==> src/rtl/fitness_pkg.sv <==
// Shared types and constants for the fitness tracker report link.
// Holds the frame layout, the serialiser state enum and the snapshot record.
package fitness_pkg;

  localparam logic [7:0] FRAME_HEADER_DEF = 8'hA5;
  localparam int FRAME_BYTES = 16;
  localparam int CHK_IDX = 15;

  typedef enum logic [1:0] {
    IDLE,
    START,
    DATA,
    STOP
  } tx_state_e;

  typedef struct packed {
    logic [7:0]  sec_run;
    logic [7:0]  sec_walk;
    logic [7:0]  sec_cycle;
    logic [23:0] cal_run;
    logic [23:0] cal_walk;
    logic [23:0] cal_cycle;
    logic [7:0]  speed;
    logic [7:0]  thr;
  } snap_t;

endpackage

==> src/rtl/uart_byte_tx.sv <==
// Single-byte 8N1 serialiser, LSB first, registered line output.
// A new byte may be started in the done cycle for gapless streaming.
module uart_byte_tx
  import fitness_pkg::*;
#(
  parameter int CLKS_PER_BIT = 16
) (
  input  logic       clk,
  input  logic       rst,
  input  logic       start,
  input  logic [7:0] byte_in,
  output logic       tx_serial,
  output logic       done
);

  localparam int TW = $clog2(CLKS_PER_BIT);
  localparam logic [TW-1:0] T_LAST = TW'(CLKS_PER_BIT - 1);

  tx_state_e       state_q, state_d;
  logic [TW-1:0]   timer_q, timer_d;
  logic [2:0]      bit_q, bit_d;
  logic [7:0]      shr_q, shr_d;
  logic            tx_q, tx_d;
  logic            bit_end;

  assign bit_end   = (timer_q == T_LAST);
  assign done      = (state_q == STOP) && bit_end;
  assign tx_serial = tx_q;

  always_ff @(posedge clk) begin
    if (!rst) begin
      state_q <= IDLE;
      timer_q <= '0;
      bit_q   <= '0;
      shr_q   <= '0;
      tx_q    <= 1'b1;
    end else begin
      state_q <= state_d;
      timer_q <= timer_d;
      bit_q   <= bit_d;
      shr_q   <= shr_d;
      tx_q    <= tx_d;
    end
  end

  always_comb begin
    state_d = state_q;
    timer_d = timer_q;
    bit_d   = bit_q;
    shr_d   = shr_q;
    if (state_q != IDLE) begin
      timer_d = bit_end ? '0 : timer_q + TW'(1);
    end
    case (state_q)
      IDLE: begin
        if (start) begin
          state_d = START;
          shr_d   = byte_in;
        end
      end
      START: begin
        if (bit_end) begin
          state_d = DATA;
          bit_d   = '0;
        end
      end
      DATA: begin
        if (bit_end) begin
          shr_d = shr_q >> 1;
          bit_d = bit_q + 3'd1;
          if (bit_q == 3'd7) state_d = STOP;
        end
      end
      STOP: begin
        if (bit_end) begin
          if (start) begin
            state_d = START;
            shr_d   = byte_in;
          end else begin
            state_d = IDLE;
          end
        end
      end
      default: state_d = IDLE;
    endcase
  end

  // Line level follows the upcoming state so tx stays registered.
  always_comb begin
    tx_d = 1'b1;
    case (state_d)
      START:   tx_d = 1'b0;
      DATA:    tx_d = shr_d[0];
      default: tx_d = 1'b1;
    endcase
  end

endmodule

==> src/rtl/fitness_report_tx.sv <==
// Report frame transmitter: snapshots tracker results on request and
// streams a 16-byte headed, XOR-checksummed frame over a UART line.
module fitness_report_tx
  import fitness_pkg::*;
#(
  parameter int          CLKS_PER_BIT = 16,
  parameter logic [7:0]  FRAME_HEADER = FRAME_HEADER_DEF
) (
  input  logic        clk,
  input  logic        rst,
  input  logic        req_valid,
  output logic        req_ready,
  input  logic [7:0]  seconds_Run,
  input  logic [7:0]  seconds_Walk,
  input  logic [7:0]  seconds_Cycle,
  input  logic [23:0] calories_Run,
  input  logic [23:0] calories_Walk,
  input  logic [23:0] calories_Cycle,
  input  logic [7:0]  speed,
  input  logic [7:0]  THR,
  output logic        tx_serial,
  output logic        busy,
  output logic        frame_done
);

  snap_t      snap_q, snap_d;
  logic [3:0] idx_q, idx_d, idx_nx;
  logic [7:0] chk_q, chk_d;
  logic       busy_q, busy_d;
  logic       u_start, u_done;
  logic [7:0] u_byte;
  logic       last_byte, accept;
  logic [7:0] fb [FRAME_BYTES];

  assign idx_nx     = idx_q + 4'd1;
  assign last_byte  = (idx_q == 4'(CHK_IDX));
  assign frame_done = busy_q && u_done && last_byte;
  assign req_ready  = !busy_q || frame_done;
  assign accept     = req_valid && req_ready;
  assign busy       = busy_q;
  assign u_byte     = accept ? FRAME_HEADER : fb[idx_nx];

  always_comb begin
    fb[0]  = FRAME_HEADER;
    fb[1]  = snap_q.sec_run;
    fb[2]  = snap_q.sec_walk;
    fb[3]  = snap_q.sec_cycle;
    fb[4]  = snap_q.cal_run[23:16];
    fb[5]  = snap_q.cal_run[15:8];
    fb[6]  = snap_q.cal_run[7:0];
    fb[7]  = snap_q.cal_walk[23:16];
    fb[8]  = snap_q.cal_walk[15:8];
    fb[9]  = snap_q.cal_walk[7:0];
    fb[10] = snap_q.cal_cycle[23:16];
    fb[11] = snap_q.cal_cycle[15:8];
    fb[12] = snap_q.cal_cycle[7:0];
    fb[13] = snap_q.speed;
    fb[14] = snap_q.thr;
    fb[15] = chk_q;
  end

  always_ff @(posedge clk) begin
    if (!rst) begin
      snap_q <= '0;
      idx_q  <= '0;
      chk_q  <= '0;
      busy_q <= 1'b0;
    end else begin
      snap_q <= snap_d;
      idx_q  <= idx_d;
      chk_q  <= chk_d;
      busy_q <= busy_d;
    end
  end

  // Checksum folds in each payload byte as it is handed to the serialiser.
  always_comb begin
    snap_d  = snap_q;
    idx_d   = idx_q;
    chk_d   = chk_q;
    busy_d  = busy_q;
    u_start = 1'b0;
    if (accept) begin
      snap_d  = '{seconds_Run, seconds_Walk, seconds_Cycle,
                  calories_Run, calories_Walk, calories_Cycle,
                  speed, THR};
      idx_d   = '0;
      chk_d   = '0;
      busy_d  = 1'b1;
      u_start = 1'b1;
    end else if (busy_q && u_done) begin
      if (last_byte) begin
        busy_d = 1'b0;
      end else begin
        idx_d   = idx_nx;
        u_start = 1'b1;
        if (idx_nx != 4'(CHK_IDX)) chk_d = chk_q ^ fb[idx_nx];
      end
    end
  end

  uart_byte_tx #(
    .CLKS_PER_BIT(CLKS_PER_BIT)
  ) u_tx (
    .clk      (clk),
    .rst      (rst),
    .start    (u_start),
    .byte_in  (u_byte),
    .tx_serial(tx_serial),
    .done     (u_done)
  );

endmodule

==> config.mk <==
export PLATFORM = sky130hd
export DESIGN_NAME = fitness_report_tx
export DESIGN_NICKNAME = d
export VERILOG_FILES = /design/src/rtl/fitness_pkg.sv /design/src/rtl/uart_byte_tx.sv /design/src/rtl/fitness_report_tx.sv
export SDC_FILE = /design/constraint.sdc
export NUM_CORES = 1
export LEC_CHECK = 0
export CAP_MARGIN = 40
export CORE_ASPECT_RATIO = 0.6
export CORE_MARGIN = 5
export CORE_UTILIZATION = 45
export DETAILED_ROUTE_END_ITERATION = 16
export PLACE_DENSITY = 0.69
export SYNTH_ARGS = -nofsm -noshare
export SYNTH_HDL_FRONTEND = slang
export SYNTH_SLANG_ARGS = --single-unit
==> constraint.sdc <==
create_clock -name clk -period 2.9 [get_ports clk]
set_input_delay 0.58 -clock clk [delete_from_list [all_inputs] [get_ports clk]]
set_output_delay 0.58 -clock clk [all_outputs]
set_load 0.01 [all_outputs]
==> metrics.txt, run 1 <==
min Tclk post-route=2.78 ns; HPWL Detailed=13,400 um; Crit path buffers/inverters=1; compound-cell area share of the yosys netlist=between 20% and 30%; syn nets=913; Slew @ Worst Pin=between 0.7 and 0.8 ns; CP max FO=5; Worst EP arrival=2.20 ns; grt total ovfl=0; largest net degree at the start of global routing=86; CORE AREA=about 15,000 um2; Yosys warnings=0; Synth Instances=slightly below 800; internal reg-to-reg setup slack=0.30 ns; die area=between 15,000 and 20,000 um2; Pins Over Slew Limit=0; Die X=170 um; xor/xnor share of the synthesized area=1.27%; Reg clk slew, reported paths=0.06 ns; Hold WC Path Type=reg2reg; sequential share of the synthesized area=41.6%; largest family of logic cells by synthesized area=simple AND/OR/NAND/NOR gates; setup tns final=0 ns; Final Hold Viols=0; CP endpoint kind=output pin; startpoint type of the worst setup path=flop; max cap viols=0; Worst Hold Margin=0.446 ns; Commonest cells post-synth=nand2_1, dfxtp_1, a21boi_1; WS Path Type=reg2out; initial antenna violation count=0; share of the synthesized area in the top cell type=about two fifths; Slew Limit Headroom=between 40% and 50%; # rows=35; Wirelength per Cell=16.5 um; vias in the first global route=5,532; CP cell instances=ha_1 > and3_1 > nand2_1 > o21ai_2 > clkdlybuf4s50_1; Avg Cell Area, Syn=8.68 um2; Critical Path Max Stage Delay=0.56 ns; first-pass detailed-route iteration total=5; Vias=5,878; DRT iter0 DRCs=489; reg2reg start=idx_q[0]; adder-cell share of the synthesized area=0.909%; Clock Latency Late Sink=0.42 ns; Leak=3.36 nW; CTS Root Cell=clkbuf_16; top_reg_cell synth=dfxtp_1; total CTS buffers=17; Yosys cell types=52; fraction of synthesized area in multiplexers=10.5%; CP Depth=5; number of enable flip-flop cells after synthesis=0; Post-CTS Setup Inserts=0; Max clock buf depth=2; # diodes=0; leading area contributor after synthesis=dfxtp_1; Initial Util=45.4%; Max Freq=0.360 GHz; required time worst endpoint=2.32 ns; Hold-fix buffers, CTS=0; CTS Sinks=143; RD Place Congestion=0.878; Die Span Y=106 um; worst r2r dst=u_tx.shr_q[6]; port bufs=118; Layout Skew=roughly 0.013 ns; ys async rst share=0%; simple-gate share of the synthesized area=20.9%; total track usage=about a fifth; reg2reg path depth=8; most numerous cell in the Yosys netlist=nand2_1; crit path from=u_tx.timer_q[0]; # setup viols final=0; DP Area=8230 um2; area grow syn2layout=27.8%; Final Cycle Share=a little over nine tenths; RSZ-0062 raised after global routing=no; antenna-violating nets left=0; Post-CTS Resized=0; CP delay by family, top=buffers and inverters; critical path's slowest cell=clkdlybuf4s50_1; DRT Wirelength=around 18,000 um; I/O pin count=119; CTS tree=yes; CP endpoint=req_ready; first-pass GRT wire length=29,800 um; DRC viols=0; VDD IR max=0.317 mV; # fillers=around 1,400; detail-routed via count per cell=5.29; Netlist Area Pre-Place=between 6000 and 7000 um2; final instance area=8790 um2; H-tree depth=4; Yosys reg bits=around 140; fin nets=approximately 1,000; fraction of final layout cells sized beyond drive strength 1=approximately a tenth; status=complete, no violations; Area contributors post-synth=dfxtp_1, nand2_1, a21boi_1, mux4_2, mux2i_1; pwr/cell area=about 540 nW/um2
[power breakdown]
group          switching, mW  internal, mW  total, mW
logic                  0.233         0.284      0.517
registers             0.0632          2.06       2.13
clock network          0.887          1.19       2.08
[layout make-up]
class / instances / area [um2] / share of cell area [%]
Multi-Input combinational cell: 587 / 3700 / 42.0
Sequential cell: 143 / 2860 / 32.6
Timing Repair Buffer: 144 / 1410 / 16.0
Clock buffer: 18 / 429 / 4.88
Tap cell: 203 / 254 / 2.89
Clock inverter: 14 / 133 / 1.51
Inverter: 2 / 7.51 / 0.0854
[placed cells by master, fill, tap and decap left out, drive strengths merged, types with 2 or more instances in the layout]
master,instances
nand2,251
dfxtp,143
a21boi,122
clkdlybuf4s50,117
nor2,28
buf,27
mux4,23
clkbuf,18
nand3,17
mux2i,17
a21oi,12
nor3,12
o21ai,11
nor2b,9
inv,8
o21a,7
and2,7
xnor2,5
nand2b,5
o211ai,5
xor2,5
ha,5
and3,5
o221ai,4
a221oi,4
clkinv,4
nor3b,3
o2bb2ai,3
a222oi,3
a22oi,3
clkinvlp,3
mux2,3
a31oi,3
o31ai,2
a2bb2oi,2
a22o,2
[metrics by stage]
step	util (%)	setup slack, ns	power (mW)	std cells
floorplan	-	0.339	2.43	793
global placement	54.3	0.408	2.68	1079
detailed placement	54.3	0.338	2.68	1079
CTS	58.0	0.129	4.76	1111
global route	58.0	0.0132	4.91	1111
finish	58.0	0.122	4.73	1111
[worst min path at each step]
stage	startpoint	end	slack, ns	depth (start not counted)
after floorplan	fb[102]	fb[102]	0.43	2
after global placement	fb[9]	fb[9]	0.44	2
after detailed placement	fb[50]	fb[50]	0.44	2
after CTS	fb[50]	fb[50]	0.45	2
after global routing	fb[17]	fb[17]	0.47	2
final	fb[50]	fb[50]	0.45	2
[worst min-delay path, delay by kind of cell (launching register included)]
| kind | cells | cell delay (ns) |
|---|---|---|
| AO/OA/AOI/OAI | 1 | 0.05 |
| flip-flops | 1 | 0.30 |
| AND/OR/NAND/NOR | 1 | 0.05 |
[logic make-up after synthesis]
group,after synthesis
buf+inv,63
fa+ha+maj,5
compound gates,186
xor+xnor,10
simple gates,343
mux,43
flops,143
[per-layer routing]
metal	global-route usage, %	wire, um	vias to the layer above
met5	0	0	-
met4	4.02	89	0
met3	5.17	1310	10
met2	28.3	7560	185
met1	32.4	9390	2752
li1	-	-	2931
[state kept, by name (all words and copies together), names as in the netlist]
| register | count |
|---|---|
| busy | 1 |
| chk_q | 8 |
| fb | 112 |
| idx_q | 4 |
| u_tx.bit_q | 3 |
| u_tx.shr_q | 8 |
| u_tx.state_q | 2 |
| u_tx.timer_q | 4 |
| u_tx.tx_serial | 1 |
Note: power is estimated with default switching activity, not from simulation.
==> run 2, diff against run 1 <==
==> constraint.sdc (replaced) <==
create_clock -name clk -period 3.3 [get_ports clk]
set_input_delay 0.66 -clock clk [delete_from_list [all_inputs] [get_ports clk]]
set_output_delay 0.66 -clock clk [all_outputs]
set_load 0.01 [all_outputs]
==> metrics.txt, run 2 (synthesized netlist as in run 1, its figures left out) <==
Wirelength per Cell=16.8 um (+1.6%); total track usage=20.5% (-0.16 points); Die Span Y=106 um (unchanged); max reg flops=112 (unchanged); setup tns final=0 ns (unchanged); crit path from=idx_q[1]; antenna-violating nets left=0 (unchanged); min Tclk post-route=3.01 ns; reg2reg start=idx_q[0]; Hold-fix buffers, CTS=0 (unchanged); worst r2r dst=chk_q[2]; WS Path Type=reg2out; CP Depth=4 (-1); # diodes=0 (unchanged); DRC viols=0 (unchanged); startpoint type of the worst setup path=flop; Post-CTS Resized=0 (unchanged); # fillers=1,402 (-0.071%); vias in the first global route=5,452 (-1.4%); critical path's slowest cell=clkdlybuf4s50_1; first-pass detailed-route iteration total=7 (+2); port bufs=118 (unchanged); Final Cycle Share=91.2%; grt total ovfl=0 (unchanged); Hold WC Path Type=reg2reg; Leak=3.32 nW (-1.1%); CTS Root Cell=clkbuf_16; CP delay by family, top=buffers and inverters; highest-count cells in the layout ignoring fill and taps=nand2_1, dfxtp_1, a21boi_1; total CTS buffers=17 (unchanged); CP endpoint kind=output pin; Worst EP arrival=2.35 ns (+0.15 ns); Reg clk slew, reported paths=0.06 ns (about the same); pwr/cell area=491 nW/um2 (-8.6%); Clock Latency Late Sink=0.42 ns (about the same); Final Hold Viols=0 (unchanged); CP endpoint=req_ready; Layout Skew=0.0106 ns (-0.00235 ns); CTS Sinks=143 (unchanged); max cap viols=0 (unchanged); DRT Wirelength=18,400 um (+0.55%); CP max FO=7 (+2); # rows=35 (unchanged); die area=17,900 um2 (unchanged); detail-routed via count per cell=5.34 (+0.95%); internal reg-to-reg setup slack=0.59 ns (+0.29 ns); CP cell instances=ha_1 > nand3_1 > o21ai_2 > clkdlybuf4s50_1; Max Freq=0.332 GHz; RSZ-0062 raised after global routing=no; CTS tree=yes; RD Place Congestion=0.929 (+5.9%); Die X=170 um (unchanged); required time worst endpoint=2.64 ns (+0.32 ns); Pins Over Slew Limit=0 (unchanged); reg2reg path depth=8 (unchanged); first-pass GRT wire length=29,300 um (-1.8%); VDD IR max=0.319 mV (+0.57%); Vias=5,875 (-0.051%); Layout Utilization=57.7% (-0.36 points); Slew Limit Headroom=45.6% (-2.7 points); H-tree depth=4 (unchanged); Max clock buf depth=2 (unchanged); Pwr Total=4.29 mW (-9.2%); commonest non-fill, non-tap cell in the layout=nand2_1; CORE AREA=15,200 um2 (unchanged); # setup viols final=0 (unchanged); HPWL Detailed=13,100 um (-2.4%); status=complete, no violations; DRT iter0 DRCs=475 (-2.9%); fin nets=1,004 (-1.1%); area grow syn2layout=27.0%; Critical Path Max Stage Delay=0.60 ns (+0.04 ns); Slew @ Worst Pin=0.812 ns (+0.0367 ns); largest net degree at the start of global routing=95 (+10%); I/O pin count=119 (unchanged); Post-CTS Setup Inserts=0 (unchanged); initial antenna violation count=0 (unchanged); Crit path buffers/inverters=1 (unchanged); fraction of final layout cells sized beyond drive strength 1=9.25% (-0.99 points); Initial Util=45.4% (unchanged)
[run 2: cell count changes in the layout (fill, tap and decap cells not counted)]
cell,change
clkinv_2,-1
bufinv_16,+1
clkbuf_1,-1
buf_4,-10
buf_12,-1
inv_6,-3
inv_8,+4
[run 2: stage by stage]
step	std cells	instance area [um2]	setup WS, ns	hold slack (ns)
3_5_place_dp	1068	8140	0.661	0.445
6_report	1100	8740	0.292	0.450
5_1_grt	1100	8740	0.133	0.464
2_1_floorplan	793	6880	0.739	0.431
3_3_place_gp	1068	8140	0.704	0.440
4_1_cts	1100	8740	0.306	0.454
[run 2: worst min-delay path by stage]
stage	cells after the start	end	start	slack (ns)
floorplan	2	fb[102]	fb[102]	0.43
global placement	2	fb[50]	fb[50]	0.44
detailed placement	2	fb[55]	fb[55]	0.45
CTS	2	fb[55]	fb[55]	0.45
global route	2	fb[57]	fb[57]	0.46
finish	2	fb[57]	fb[57]	0.45
[run 2: worst reg2reg max path: cells and delay by family (launching register included)]
family        cells  cell delay [ns]
simple gates      4             0.71
buf+inv           2             0.69
xor+xnor          1             0.41
flops             1             0.40
mux               1             0.38
[run 2: metal layers]
metal	share of wire, %	global-route usage [%]	vias to the layer above
met1	51	31.8	2734
met3	7.8	5.17	26
li1	-	-	2910
met5	0	0	-
met2	40	27.6	205
met4	1.4	5.69	0
[run 2: final cells by class]
class,count,area [um2],share of cell area (%)
Clock buffer,17,425,4.87
Timing Repair Buffer,133,1310,15.0
Multi-Input combinational cell,587,3700,42.3
Inverter,2,7.51,0.0859
Tap cell,203,254,2.91
Clock inverter,15,176,2.02
Sequential cell,143,2860,32.8
[run 2: power by group]
part,switching (mW),internal [mW]
logic,0.203,0.243
registers,0.0558,1.81
clock network,0.836,1.14
total,1.10,3.20
==> run 3, diff against run 2 <==
--- a/config.mk
+++ b/config.mk
@@ -8,9 +8,10 @@
 export CAP_MARGIN = 40
 export CORE_ASPECT_RATIO = 0.6
 export CORE_MARGIN = 5
-export CORE_UTILIZATION = 45
+export CORE_UTILIZATION = 40
+export CTS_CLUSTER_DIAMETER = 80
 export DETAILED_ROUTE_END_ITERATION = 16
-export PLACE_DENSITY = 0.69
+export PLACE_DENSITY = 0.62
 export SYNTH_ARGS = -nofsm -noshare
 export SYNTH_HDL_FRONTEND = slang
 export SYNTH_SLANG_ARGS = --single-unit
==> metrics.txt, run 3 (synthesized netlist as in run 1, its figures left out) <==
RSZ-0062 raised after global routing=no; VDD IR max=0.405 mV (+27%); vias in the first global route=5,529 (+1.4%); commonest non-fill, non-tap cell in the layout=nand2_1; Die X=179 um (+5.7%); HPWL Detailed=13,800 um (+5.4%); first-pass GRT wire length=30,300 um (+3.5%); Int Power=3.34 mW (+4.4%); Layout Skew=0.00915 ns (-0.00141 ns); Sw Ratio=24.1% (-1.4 points); Die Span Y=112 um (+5.5%); die area=20,000 um2 (+12%); CTS tree=yes; Max Freq=0.333 GHz (+0.11%); detail-routed via count per cell=5.14 (-3.8%); required time worst endpoint=2.64 ns (about the same); Slew @ Worst Pin=0.900 ns (+0.0885 ns); CP max FO=13 (+6); setup ws final=0.295 ns (+0.00334 ns); max cap viols=0 (unchanged); Reg clk slew, reported paths=0.06 ns (about the same); area grow syn2layout=28.5%; Pins Over Slew Limit=0 (unchanged); first-pass detailed-route iteration total=5 (-2); fraction of final layout cells sized beyond drive strength 1=9.66% (+0.40 points); WS Path Type=reg2out; port bufs=118 (unchanged); DRT iter0 DRCs=646 (+36%); CORE AREA=17,000 um2 (+12%); Post-CTS Setup Inserts=0 (unchanged); # fillers=1,608 (+15%); Place WS=0.696 ns (+0.0355 ns); Placed Cells=1,103 (+3.3%); Hold-fix buffers, CTS=0 (unchanged); largest net degree at the start of global routing=109 (+15%); Clock Latency Late Sink=0.42 ns (about the same); DRC viols=0 (unchanged); startpoint type of the worst setup path=flop; Post-CTS Resized=0 (unchanged); Slew Limit Headroom=39.3% (-6.3 points); setup tns final=0 ns (unchanged); Final Hold Viols=0 (unchanged); min Tclk post-route=3.01 ns (-0.00334 ns); # diodes=0 (unchanged); # setup viols final=0 (unchanged); Worst EP arrival=2.35 ns (about the same); Pwr Total=4.40 mW (+2.4%); DRT Wirelength=19,000 um (+2.8%); RD Place Congestion=0.946 (+1.8%); NetSw=1.06 mW (-3.4%); CTS Sinks=143 (unchanged); total track usage=19.1% (-1.4 points); CTS Root Cell=clkbuf_16; clock power share=47.2% (+1.1 points); Wirelength per Cell=16.7 um (-0.39%); Vias=5,833 (-0.71%); antenna-violating nets left=0 (unchanged); Comb pwr share=10.2% (-0.2 points); max reg flops=112 (unchanged); pwr/cell area=497 nW/um2 (+1.2%); Final Cycle Share=91.1% (-0.10 points); Final Non-Filler Cells=1,135 (+3.2%); fin nets=1,008 (+0.40%); total CTS buffers=17 (unchanged); highest-count cells in the layout ignoring fill and taps=nand2_1, dfxtp_1, a21boi_1; status=complete, no violations; I/O pin count=119 (unchanged); Reg power frac=42.6% (-0.9 points); Initial Util=40.5% (-4.9 points); Hold WC Path Type=reg2reg; initial antenna violation count=0 (unchanged); CP endpoint kind=output pin; Max clock buf depth=2 (unchanged); # rows=37 (+5.7%); H-tree depth=4 (unchanged); grt total ovfl=0 (unchanged); Leak=3.35 nW (+0.92%)
## run 3: cell count changes in the layout (fill, tap and decap cells not counted)
cell | before | now
ha_1 | 5 | 4
clkinvlp_4 | 3 | 2
clkinv_4 | 2 | 3
inv_6 | 3 | 5
clkbuf_1 | 0 | 1
inv_8 | 4 | 0
clkinv_2 | 1 | 0
bufinv_16 | 2 | 4
buf_4 | 13 | 17
ha_2 | 0 | 1
## run 3: cell type report
cell class              instances  area, um2  area share, %
well taps                     234        293           3.31
flip-flops and latches        143       2860           32.4
clock inverters                14        205           2.32
inverters                       2       7.51         0.0849
clock buffers                  18        429           4.85
multi-input cells             587       3700           41.8
repair buffers                137       1340           15.2
## run 3: stage by stage
step	util, %	instance area, um2	hold WS [ns]
final	52.0	8840	0.450
after global routing	52.0	8840	0.470
after CTS	52.0	8840	0.452
after detailed placement	48.3	8210	0.443
after global placement	48.3	8210	0.441
after floorplan	-	6880	0.431
## run 3: worst max-delay path, stage by stage, from the launching register on
cell,delay [ns]
dfxtp_2,0.46
ha_1,0.35
nand3_1,0.23
o21ai_2,0.30
clkdlybuf4s50_1,0.59
## run 3: path summary, 6_finish.rpt
path / endpoint / cells after the start / slack [ns] / start
min: fb[48] / 2 / 0.45 / fb[48]
max: req_ready / 4 / 0.29 / idx_q[0]
min reg2reg: fb[48] / 2 / 0.45 / fb[48]
max reg2reg: u_tx.shr_q[6] / 8 / 0.65 / idx_q[0]
## run 3: layer usage
| metal | share of wire, % | global-route usage (%) |
|---|---|---|
| met2 | 39 | 24.5 |
| met3 | 7.2 | 5.26 |
| met4 | 0.79 | 4.36 |
| met1 | 54 | 31.1 |
| met5 | 0 | 0 |
## run 3: power groups by stage
stage	registers, mW	logic [mW]	clock network, mW
4_1_cts	1.87	0.452	2.11
6_report	1.87	0.449	2.08
2_1_floorplan	1.88	0.249	0
5_1_grt	1.88	0.496	2.19
3_3_place_gp	1.91	0.448	0
3_5_place_dp	1.91	0.450	0
